[src/rtl/sensor_ctrl.sv]
// sensor_ctrl: collects sensor samples into a word buffer. It raises a level
// interrupt when the buffer is full. The CPU reads the buffer with a
// one-cycle read latency.
module sensor_ctrl #(
   parameter int DEPTH = 64,
   parameter int AW    = 6
) (
   input  logic          clk,
   input  logic          rst,
   input  logic          sctrl_en,
   input  logic          sctrl_clear,
   input  logic [AW-1:0] sctrl_addr,
   output logic [31:0]   sctrl_out,
   output logic          sctrl_interrupt,
   output logic          sensor_en,
   input  logic          sensor_ready,
   input  logic [31:0]   sensor_out
);

   typedef enum logic [1:0] {
      IDLE = 2'd0,
      FILL = 2'd1,
      FULL = 2'd2
   } state_t;

   localparam logic [AW:0] LAST_IDX = (AW+1)'(DEPTH - 1);

   state_t        state_q, state_d;
   logic [AW:0]   count_q, count_d;
   logic          we;
   logic          sensor_en_q;
   logic          irq_q;
   logic [31:0]   rdata_q;
   logic [31:0]   mem [DEPTH];

   // Next-state, count update and write strobe.
   // A clear takes priority over everything else, so a sample arriving in
   // the same cycle as a clear is dropped.
   always_comb begin
      state_d = state_q;
      count_d = count_q;
      we      = 1'b0;
      if (sctrl_clear) begin
         state_d = IDLE;
         count_d = '0;
      end else begin
         case (state_q)
            IDLE: begin
               if (sctrl_en) state_d = FILL;
            end
            FILL: begin
               if (sensor_ready) begin
                  we      = 1'b1;
                  count_d = count_q + 1'b1;
                  if (count_q == LAST_IDX) state_d = FULL;
                  else if (!sctrl_en)      state_d = IDLE;
               end else if (!sctrl_en) begin
                  state_d = IDLE;
               end
            end
            FULL:    state_d = FULL;
            default: state_d = IDLE;
         endcase
      end
   end

   // State, count and registered outputs.
   // Each output is registered from state_d, so it changes on the same edge
   // as the state it follows.
   always_ff @(posedge clk) begin
      if (rst) begin
         state_q     <= IDLE;
         count_q     <= '0;
         sensor_en_q <= 1'b0;
         irq_q       <= 1'b0;
      end else begin
         state_q     <= state_d;
         count_q     <= count_d;
         sensor_en_q <= (state_d == FILL);
         irq_q       <= (state_d == FULL);
      end
   end

   // Sample buffer write port. The buffer contents are not reset.
   always_ff @(posedge clk) begin
      if (we && !rst) mem[count_q[AW-1:0]] <= sensor_out;
   end

   // CPU read port with one cycle of latency.
   // If a write hits the same index in the same cycle, the read returns the
   // old word.
   always_ff @(posedge clk) begin
      if (rst) rdata_q <= '0;
      else     rdata_q <= mem[sctrl_addr];
   end

   assign sctrl_out       = rdata_q;
   assign sctrl_interrupt = irq_q;
   assign sensor_en       = sensor_en_q;

endmodule
[config.mk]
export PLATFORM = sky130hd
export DESIGN_NAME = sensor_ctrl
export DESIGN_NICKNAME = d
export VERILOG_FILES = /design/src/rtl/sensor_ctrl.sv
export SDC_FILE = /design/constraint.sdc
export NUM_CORES = 2
export LEC_CHECK = 0
export CAP_MARGIN = 20
export CORE_MARGIN = 4
export CORE_UTILIZATION = 45
export CTS_BUF_LIST = sky130_fd_sc_hd__clkbuf_4
export DETAILED_ROUTE_END_ITERATION = 8
export DONT_BUFFER_PORTS = 1
export HOLD_SLACK_MARGIN = 0.12
export PLACE_DENSITY = 0.59
export SETUP_SLACK_MARGIN = 0.1
export SYNTH_ARGS = -nofsm -noshare
export SYNTH_HDL_FRONTEND = slang
export SYNTH_SLANG_ARGS = --single-unit
[constraint.sdc]
create_clock -name clk -period 3.3 [get_ports clk]
set_input_delay 0.66 -clock clk [delete_from_list [all_inputs] [get_ports clk]]
set_output_delay 0.66 -clock clk [all_outputs]
set_load 0.02 [all_outputs]
### Yosys cells after proc, flatten, opt, wreduce, memory -nomap -nowiden

Memory sizes are Yosys's and may differ from the RTL's. A register that Yosys moved wholly into a read port is not among the register bits.
Cells that the tools add are included.

* $add $sub $neg: 1
* eq/ne operators: 5
* mux-type cells: 11
* reductions and logical operators: 5

Operators with widths (count)
* $mux W2: 5
* $add A7 B1 Y7 const B: 1
* $eq A7 B6 Y1 const B: 1
* $pmux W2 S3: 1
* $mux W1: 5
* $eq A2 B1 Y1 const B: 2
* $eq A2 B2 Y1 const B: 2
* $logic_not A2 Y1: 1
* $reduce_and A2 Y1: 1
* $reduce_or A2 Y1: 1
* $logic_and A1 B1 Y1: 1
* $logic_not A1 Y1: 1

* register bits: 11
* memory bits (writable): 2048
* input port bits: 43
* output and inout bits: 34
* logic and storage cells: 27
* memories kept: 1

Memory list
* mem: depth 64, width 32, rd ports 1, clocked after memory_dff 1, wr ports 1, line 34 `logic [31:0] mem [DEPTH];`

### Logic depth before layout (Yosys ltp)

* depth in word-level cells: 6
* gate-level depth with buffers: 10

### Worst setup path after synthesis

OpenSTA, ideal clock, no wires.

* kind: input to register
* from: in sctrl_clear
* to: mem mem[62][0], enable pin
* setup time: 0.421 ns
* arrival: 3.073 ns
* slack: -0.195 ns
* stages on the path: 5
* cell sequence: or2_2 -> clkbuf_1 -> nor4_1 -> nand3_1 -> nor2_1

* longest elaborated chain between the ends: 4

Ends and longest elaborated chain
* from (decl): line 11 `input logic sctrl_clear,`
* $mux W1: line 43 `if (sctrl_clear) begin`
* $logic_and A1 B1 Y1: line 86 `if (we && !rst) mem[count_q[AW-1:0]] <= sensor_out;`
* $mux W1: line 86
* $mux W1 (not written as such): line 86
* to (decl): line 34

No other way between the ends.

==> results.tsv <==
metric	value	unit
final slew viol count	101	
library cells used by synthesis	64	
maximum clock insertion buffer count	4	
Ports	77	
multi-input combinational cell area	16700	µm²
worst vdd ir	0.421	mV
via count	41400	
Synth top cells by count	2048 x edfxtp_1, 508 x mux4_2, 142 x nand2_1	
syn nets	3569	
number of core rows	154	
Post-synth EDFFs	2048	
DR WL/cell	33.1	µm
clk sinks	2091	
largest net degree at the start of global routing	456	
initial antenna violation count	10	
Worst-path clk slew	0.06	ns
Register Area	62400	µm²
Mapped Area	79800	µm²
fin worst setup slack	-0.0107	ns
total CTS buffers	553	
first-pass GRT wire length	317000	µm
Die Y	429	µm
failing checks	slew limit, setup timing	
setup bufs post-CTS	0	
Top delay family on crit path	buffers and inverters	
Tcrit/Tclk final	100	%
Port Buf Inserts	0	
Fin. Hold Viols	0	
Syn Inst Count	3525	
slowest stage delay, CP	0.57	ns
Tot Pwr	53.6	mW
crit path kind	primary input to flop	
Worst Path Buf+Inv	8	
Skew-Pair Late Insertion Delay	1.35	ns
critical path data arrival time	4.57	ns
grt ovf	0	
top cell type's share of synthesized area	77.1	%
max_slew headroom	-11.8	%
PwrDens	579	nW/µm²
top cells by area, synth	edfxtp_1 77%, mux4_2 14%, mux2i_1 1.6%, dfxtp_1 1.1%, nand2_1 0.67%	
ANT nets after route	0	
Post-route DRC	0	
core area	176000	µm²
vias per cell	6.02	
cell taking the most area after synthesis	edfxtp_1	
Worst path slowest cell	dlygate4sd3_1	
hold slack final	0.207	ns
post-synthesis sequential area ratio	78.2	%
layout cells sized above 1	36.9	%
syn_area_per_cell	22.6	µm²
Initial Util	45.3	%
nets	4213	
CTS tree	done	
clock skew	0.122	ns
worst-margin pin slew	1.68	ns
pre-CTS WS	0.0119	ns
CP Cell Sequence	buf_16 -> buf_16 -> inv_4 -> buf_4 -> buf_12 -> buf_4 -> nand2_1 -> a32oi_1 -> a21oi_1 -> dlygate4sd3_1 -> a31oi_1 -> dlygate4sd3_1	
final setup fails	1	
GP Congestion	0.768	
RSZ-0062 raised after global routing	yes	
dominant synthesized flop cell	edfxtp_1	
htree depth	6	
first-pass detailed-route iteration total	5	
worst-path fanout max	160	
GRT Util Overall	24.5	%
status	finished, violations left	
Leak	29.7	nW
fraction of registers with async set or reset after synthesis	0	%
Final min period	3.31	ns
flop and latch count out of synthesis	2091	
final core utilization	52.6	%
vias in the first global route	41900	
CTS root buf	clkbuf_4	
Yosys warnings	0	
Hold Crit Class	primary input to flop	
Worst Path Required	4.56	ns
most instantiated library cell after synthesis	edfxtp_1	
First DRT Iteration DRCs	5262	
critical path capture point type	flop	
CP Launch Type	primary input	
Area growth, synth to finish	16.1	%
post-DP HPWL	113000	µm
die width	429	µm
fillers	14000	
number of max-cap violations	0	
Routed WL	228000	µm
die area	184000	µm²
Fmax	302	MHz
==> cell families (layout without fill, tap and decap cells) <==
group	count (synthesis)	after routing	synth area share, %
DFF	2091	2091	78.2
other	0	13	0
buffers and inverters	199	1204	1.50
muxes	650	650	16.1
xor gates and xnor gates	4	4	0.0439
and+or+nand+nor	348	348	1.97
AOI/OAI and AO/OA	232	232	2.15
adders and majority gates	1	1	0.0157
==> placed cells by master, fill, tap and decap left out, types with 4 or more instances in the layout <==
cell type and instances:
or3_1 9, inv_2 15, mux2i_1 126, a32oi_1 36
o22ai_1 29, edfxtp_1 2048, nand3_1 25, nand2_1 142
buf_16 41, a22oi_1 20, buf_4 113, dfxtp_1 43
nor2_4 64, a22o_1 12, a211oi_1 10, nor2_1 31
o21ai_0 21, clkbuf_4 815, o221ai_1 16, a311o_1 4
a31o_1 4, clkinv_2 8, or2_2 10, and2_1 5
mux2_2 16, a31oi_1 10, diode_2 13, a221oi_1 16
nand4_1 8, o211ai_1 9, clkinv_1 70, nor2b_1 17
nand2b_1 14, a21oi_1 24, bufinv_16 6, mux4_2 508
dlygate4sd3_1 68, buf_12 57
==> area by class of cell <==
cell class	count	share of cell area [%]
diodes	13	0.0351
well taps	2340	3.16
inverters	5	0.0230
flip-flops and latches	2091	67.3
multi-input cells	1235	18.0
repair buffers	283	4.20
clock inverters	101	0.605
clock buffers	815	6.61
==> timing repair <==
action / CTS / global route
setup endpoints to repair: 0 / 23
hold buffers: 110 / 1
hold endpoints to repair: 2183 / 1
resized for setup: 0 / 1
==> layer usage <==
layer | track usage, % | wire length (µm) | vias to the layer above
li1 | - | - | 16700
met1 | 34.1 | 90500 | 22000
met2 | 38.4 | 109000 | 2305
met3 | 5.54 | 21000 | 404
met4 | 8.40 | 6740 | 2
met5 | 0 | 7 | -
==> final timing paths <==
path	to	cells after the start	start	slack [ns]
worst max-delay path	sctrl_out[7]	12	sctrl_addr[2]	-0.01
worst min-delay path	sctrl_out[15]	6	sctrl_addr[2]	0.21
worst max register to register	sctrl_out[26]	8	mem[23][26]	0.28
worst min register to register	count_q[6]	2	count_q[6]	0.50
==> where the power goes <==
group / switching, mW / total [mW] / internal, mW
clock network: 10.2 / 21.9 / 11.7
logic: 1.40 / 2.43 / 1.03
registers: 0.122 / 29.3 / 29.2
==> state kept, by name (all words and copies together) (netlist names) <==
signal,count
sensor_en,1
sctrl_interrupt,1
sctrl_out,32
state_q,2
mem,2048
count_q,7
==> worst reg2reg max path, cell delays in order (launching register included) <==
cell and delay [ns]:
edfxtp_1 0.37, mux4_2 0.47, nand2_1 0.09, nand4_1 0.09, dlygate4sd3_1 0.61, o211ai_1 0.10, dlygate4sd3_1 0.57, nand2_1 0.05
dlygate4sd3_1 0.56
==> through the flow <==
stage / cell area, µm² / std cells / TNS, ns
final: 92600 / 6883 / -0.0107
after global routing: 92600 / 6879 / 0
after CTS: 92400 / 6863 / 0
after detailed placement: 83900 / 5837 / 0
after global placement: 83900 / 5837 / -0.0671
after floorplan: 79800 / 3525 / -142.01
No activity file was read; power rests on OpenSTA's default activity.
